**src/rtl/instr_fetch_unit.sv**
```systemverilog
// instr_fetch_unit: credit-limited instruction prefetcher with in-order response FIFO and redirect flush
module instr_fetch_unit #(
  parameter int DEPTH = 4,
  parameter logic [31:0] RESET_PC = 32'h0000_0000
) (
  input  logic        clk,
  input  logic        rst,
  output logic        imem_req,
  output logic [31:0] imem_addr,
  input  logic        imem_gnt,
  input  logic        imem_rvalid,
  input  logic [31:0] imem_rdata,
  input  logic        redirect,
  input  logic [31:0] redirect_pc,
  output logic        instr_valid,
  output logic [31:0] instr,
  output logic [31:0] instr_pc,
  input  logic        instr_ready
);
  localparam int AW = $clog2(DEPTH);
  localparam logic [31:0] PC0 = RESET_PC & 32'hFFFF_FFFC;
  localparam logic [31:0] NOP = 32'h0000_0013;
  typedef enum logic [1:0] {IDLE, FETCH, DRAIN} state_t;
  state_t state, state_nx;
  logic [31:0] fetch_pc, resp_pc, target;
  logic [AW:0] count, outstanding, discard_count, discard_nx, out_after;
  logic [AW+1:0] inflight;
  logic [AW-1:0] rd_ptr, wr_ptr;
  logic [31:0] mem_data [DEPTH];
  logic [31:0] mem_pc [DEPTH];
  logic grant, rv_ok, push, pop;
  assign target = redirect_pc & 32'hFFFF_FFFC;
  assign inflight = {1'b0, count} + {1'b0, outstanding};
  assign grant = imem_req && imem_gnt;
  assign rv_ok = imem_rvalid && outstanding != '0;
  assign push = rv_ok && state == FETCH && !redirect;
  assign pop = instr_valid && instr_ready && !redirect;
  assign out_after = outstanding - (AW+1)'(rv_ok);
  assign imem_addr = fetch_pc;
  assign instr_valid = count != '0 && state != DRAIN;
  assign instr = instr_valid ? mem_data[rd_ptr] : NOP;
  assign instr_pc = instr_valid ? mem_pc[rd_ptr] : 32'h0;
  // request credit, drain bookkeeping and next state
  always_comb begin
    imem_req = state == FETCH && inflight < (AW+2)'(DEPTH) && !redirect;
    discard_nx = state == DRAIN ? discard_count - (AW+1)'(rv_ok) : (state == FETCH && redirect) ? out_after : '0;
    state_nx = state == IDLE ? FETCH
             : state == DRAIN ? (discard_nx == '0 ? FETCH : DRAIN)
             : (redirect && out_after != '0) ? DRAIN : FETCH;
  end
  // control state, fetch/response pcs and FIFO pointers
  always_ff @(posedge clk or posedge rst) begin
    if (rst) begin
      state <= IDLE;
      fetch_pc <= PC0;
      resp_pc <= PC0;
      count <= '0;
      outstanding <= '0;
      discard_count <= '0;
      rd_ptr <= '0;
      wr_ptr <= '0;
    end else begin
      state <= state_nx;
      discard_count <= discard_nx;
      outstanding <= out_after + (AW+1)'(grant);
      fetch_pc <= redirect ? target : grant ? fetch_pc + 32'd4 : fetch_pc;
      resp_pc <= redirect ? target : push ? resp_pc + 32'd4 : resp_pc;
      count <= redirect ? '0 : count + (AW+1)'(push) - (AW+1)'(pop);
      rd_ptr <= redirect ? '0 : rd_ptr + AW'(pop);
      wr_ptr <= redirect ? '0 : wr_ptr + AW'(push);
    end
  end
  // FIFO storage: instruction word tagged with the pc it was fetched from
  always_ff @(posedge clk) begin
    if (push) begin
      mem_data[wr_ptr] <= imem_rdata;
      mem_pc[wr_ptr] <= resp_pc;
    end
  end
endmodule

```
**config.mk**
```make
export PLATFORM = sky130hd
export DESIGN_NAME = instr_fetch_unit
export DESIGN_NICKNAME = d
export VERILOG_FILES = /design/src/rtl/instr_fetch_unit.sv
export SDC_FILE = /design/constraint.sdc
export NUM_CORES = 1
export LEC_CHECK = 0
export CORE_MARGIN = 2
export CORE_UTILIZATION = 60
export DETAILED_ROUTE_END_ITERATION = 8
export GPL_TIMING_DRIVEN = 0
export PLACE_DENSITY_LB_ADDON = 0.1
export REMOVE_ABC_BUFFERS = 1
export SETUP_SLACK_MARGIN = 0.5
export SLEW_MARGIN = 0
export SYNTH_ARGS = -nofsm -noshare
export SYNTH_HDL_FRONTEND = slang
export SYNTH_SLANG_ARGS = --single-unit
export TNS_END_PERCENT = 5
```
**constraint.sdc**
```tcl
create_clock -name clk -period 10.1 [get_ports clk]
set_input_delay 1.515 -clock clk [delete_from_list [all_inputs] [get_ports clk]]
set_output_delay 1.515 -clock clk [all_outputs]
set_load 0.02 [all_outputs]
```
==> results.yml <==
timing:
  fin_ws_ns: 5.47
  skew_ns: 0.0238
  hold_ws_ns: 0.574
  timing.final.setup_violations: 0
  tightest_slew_ns: 1.26
  hold_viol: 0
  period_minus_slack_ns: 4.63
  fin_crit_sh: 0.459
  max-slew-margin-rel: 0.161
  max_freq_mhz: 216
  rsz0062_at_grt: "no"
  final-max-slew-violation-count: 0
outcome:
  status: "completed"
setup_path:
  critPathKind: "flop to primary output"
  arrival_ns: 3.12
  critPathLaunchType: "flop"
  critPathCaptureType: "primary output"
  critPathMaxFanout: 33
  crit_required_ns: 8.59
layout:
  nNetsFinal: 1111
  fillers: 1402
  area_growth_syn_to_layout_pct: 23.3
  fin_area_um2: 16900
  fin_cells: 1335
  diodes: 0
  multiInputGateArea_um2: 4130
  final_util: 0.751
  regArea_um2: 9330
  drive_gt1_frac: 0.163
floorplanning:
  die_x_um: 155
  core_area_um2: 22500
  die_h_um: 155
  die_area_um2: 24100
  initial_core_util: 0.609
  pin_count: 168
  num_rows: 55
cts:
  cts_tree: "built"
  clkSinkCount: 323
  ctsResizeCount: 0
  hold_buffers: 0
  post_cts_buffers: 0
  htreeDepth: 1
  clkTransAtPathRegs_ns: 0.06
  clk_path_buf_depth: 3
  numCtsBuffers: 31
  insertion_delay_ns: 0.55
  cts_root_buf: "clkbuf_16"
power_and_ir_drop:
  power_density_nw_per_um2: 227
  combPwrFrac: 0.279
  p_switching_uw: 1120
  pwr-share-seq: 0.432
  p_clk_frac: 0.289
  p_leak_uw: 0.00578
  ir_worst_vdd_mv: 0.139
  swShare: 0.294
  internal-power_uw: 2700
placement:
  place_hpwl_um: 19000
  place_inst: 1278
  portBuffers: 161
  post_dp_cell_area_um2: 15900
  gp_congestion: 0.823
  pre_cts_ws_ns: 5.36
global_route:
  grt_max_degree: 57
  grt_util_all_layers: 0.246
  antenna_found_initial: 0
  grt_pass1_vias: 8109
  grt_pass1_wl_um: 45500
  overflow: 0
logic_synthesis:
  yosysMostFrequentCell: "edfxtp_1"
  ys_types: 59
  yosysWarnings: 0
  synth_common_cells: "edfxtp_1 (248), dfrtp_1 (75), mux4_2 (62), nor2b_1 (62), nand2_1 (48)"
  synth-edff-count: 248
  synthCells: 847
  ys_seq_elements: 323
  yosysSeqAreaShare: 0.681
  synth_top_area_share: 0.544
  async_reset_ff_frac: 0.232
  synth-main-ff-cell: "edfxtp_1"
  synthTopCellsByArea: "edfxtp_1 (54%), dfrtp_1 (14%), mux4_2 (10%), nor2b_1 (2.8%), xnor2_1 (1.4%)"
  syn_area_um2: 13700
  syn_avg_cell_area_um2: 16.2
  synth_top_cell_by_area: "edfxtp_1"
drt:
  dr_total_vias: 8027
  ant_nets: 0
  viasPerCell: 6.01
  drt_first_pass_iters: 5
  wl_um: 29000
  wl_per_cell_um: 21.8
  first_iter_violations: 586
  route.detailed.drc: 0
job:
  drv_cap: 0
worst_hold_path:
  hold_path.class: "flop to flop"
[power groups by stage]
stage	registers (uW)	clock network, uW	logic [uW]
2_1_floorplan	1690	0	569
3_3_place_gp	1700	0	1040
3_5_place_dp	1680	0	1070
4_1_cts	1650	1130	1080
5_1_grt	1670	1170	1150
6_report	1650	1110	1070
[metrics by stage]
stage / total power [uW] / TNS, ns
after floorplan: 2260 / 0
after global placement: 2740 / -274.21
after detailed placement: 2750 / 0
after CTS: 3860 / 0
after global routing: 3990 / 0
final: 3830 / 0
[worst max-delay path: stages (launching register included)]
cell and delay (ns):
dfrtp_4 0.88, buf_16 0.33, mux4_2 0.52, or2_2 0.29, clkdlybuf4s50_1 0.54
[path summary, 6_finish.rpt]
path,slack [ns],cells past startpoint,from,to
worst max-delay path,5.47,4,rd_ptr[0],instr[4]
worst min-delay path,0.57,0,resp_pc[17],mem_pc[2][17]
worst max register to register,6.80,6,count[2],imem_addr[26]
worst min register to register,0.57,0,resp_pc[17],mem_pc[2][17]
max in group asynchronous,8.21,3,rst,rd_ptr[0]
min in group asynchronous,1.28,2,rst,imem_addr[4]
[metal layers]
metal,wire [um],vias up,share of wire,GRT usage
met2,14600,323,0.50,0.410
met4,465,0,0.016,0.0560
met3,1760,35,0.061,0.0318
met1,12300,4054,0.42,0.355
li1,-,3615,-,-
met5,0,-,0,0
[sequential cells by signal, summed over array words and instances (netlist names)]
register / flops
mem_data: 128
mem_pc: 120
imem_addr: 30
resp_pc: 30
count: 3
discard_count: 3
outstanding: 3
rd_ptr: 2
state: 2
wr_ptr: 2
[placed cells by master (no fill, tap or decap), drive strengths merged, types with 7 or more instances in the layout]
cell type	count
xnor2	22
dfrtp	75
nor2	20
nand2	48
clkinv	13
buf	26
xor2	22
mux2	14
nor4	7
o21ai	28
inv	20
clkbuf	42
clkdlybuf4s50	160
nand4	31
o211ai	9
and3	18
a21oi	9
nand3	28
edfxtp	248
ha	14
nor3	11
nor2b	62
mux4	62
[cells by family (layout without fill, tap and decap cells)]
family                     count (synthesis)  after routing  share of synthesized area
AOI/OAI and AO/OA                         73             73                     0.0343
xor gates and xnor gates                  44             44                     0.0281
adders and majority gates                 15             15                     0.0142
buffers and inverters                     63            263                     0.0210
DFF                                      323            323                      0.681
muxes                                     80             80                      0.116
other                                      1              4                   0.000274
and+or+nand+nor                          248            248                      0.105
[area by class of cell]
| cell class | instances | share of cell area |
|---|---|---|
| multi-input combinational | 464 | 0.245 |
| clock inverter | 15 | 0.00704 |
| tap | 285 | 0.0211 |
| inverter | 20 | 0.00459 |
| timing repair buffer | 186 | 0.119 |
| clock buffer | 42 | 0.0507 |
| sequential | 323 | 0.552 |
Note: power is estimated with default switching activity, not from simulation.
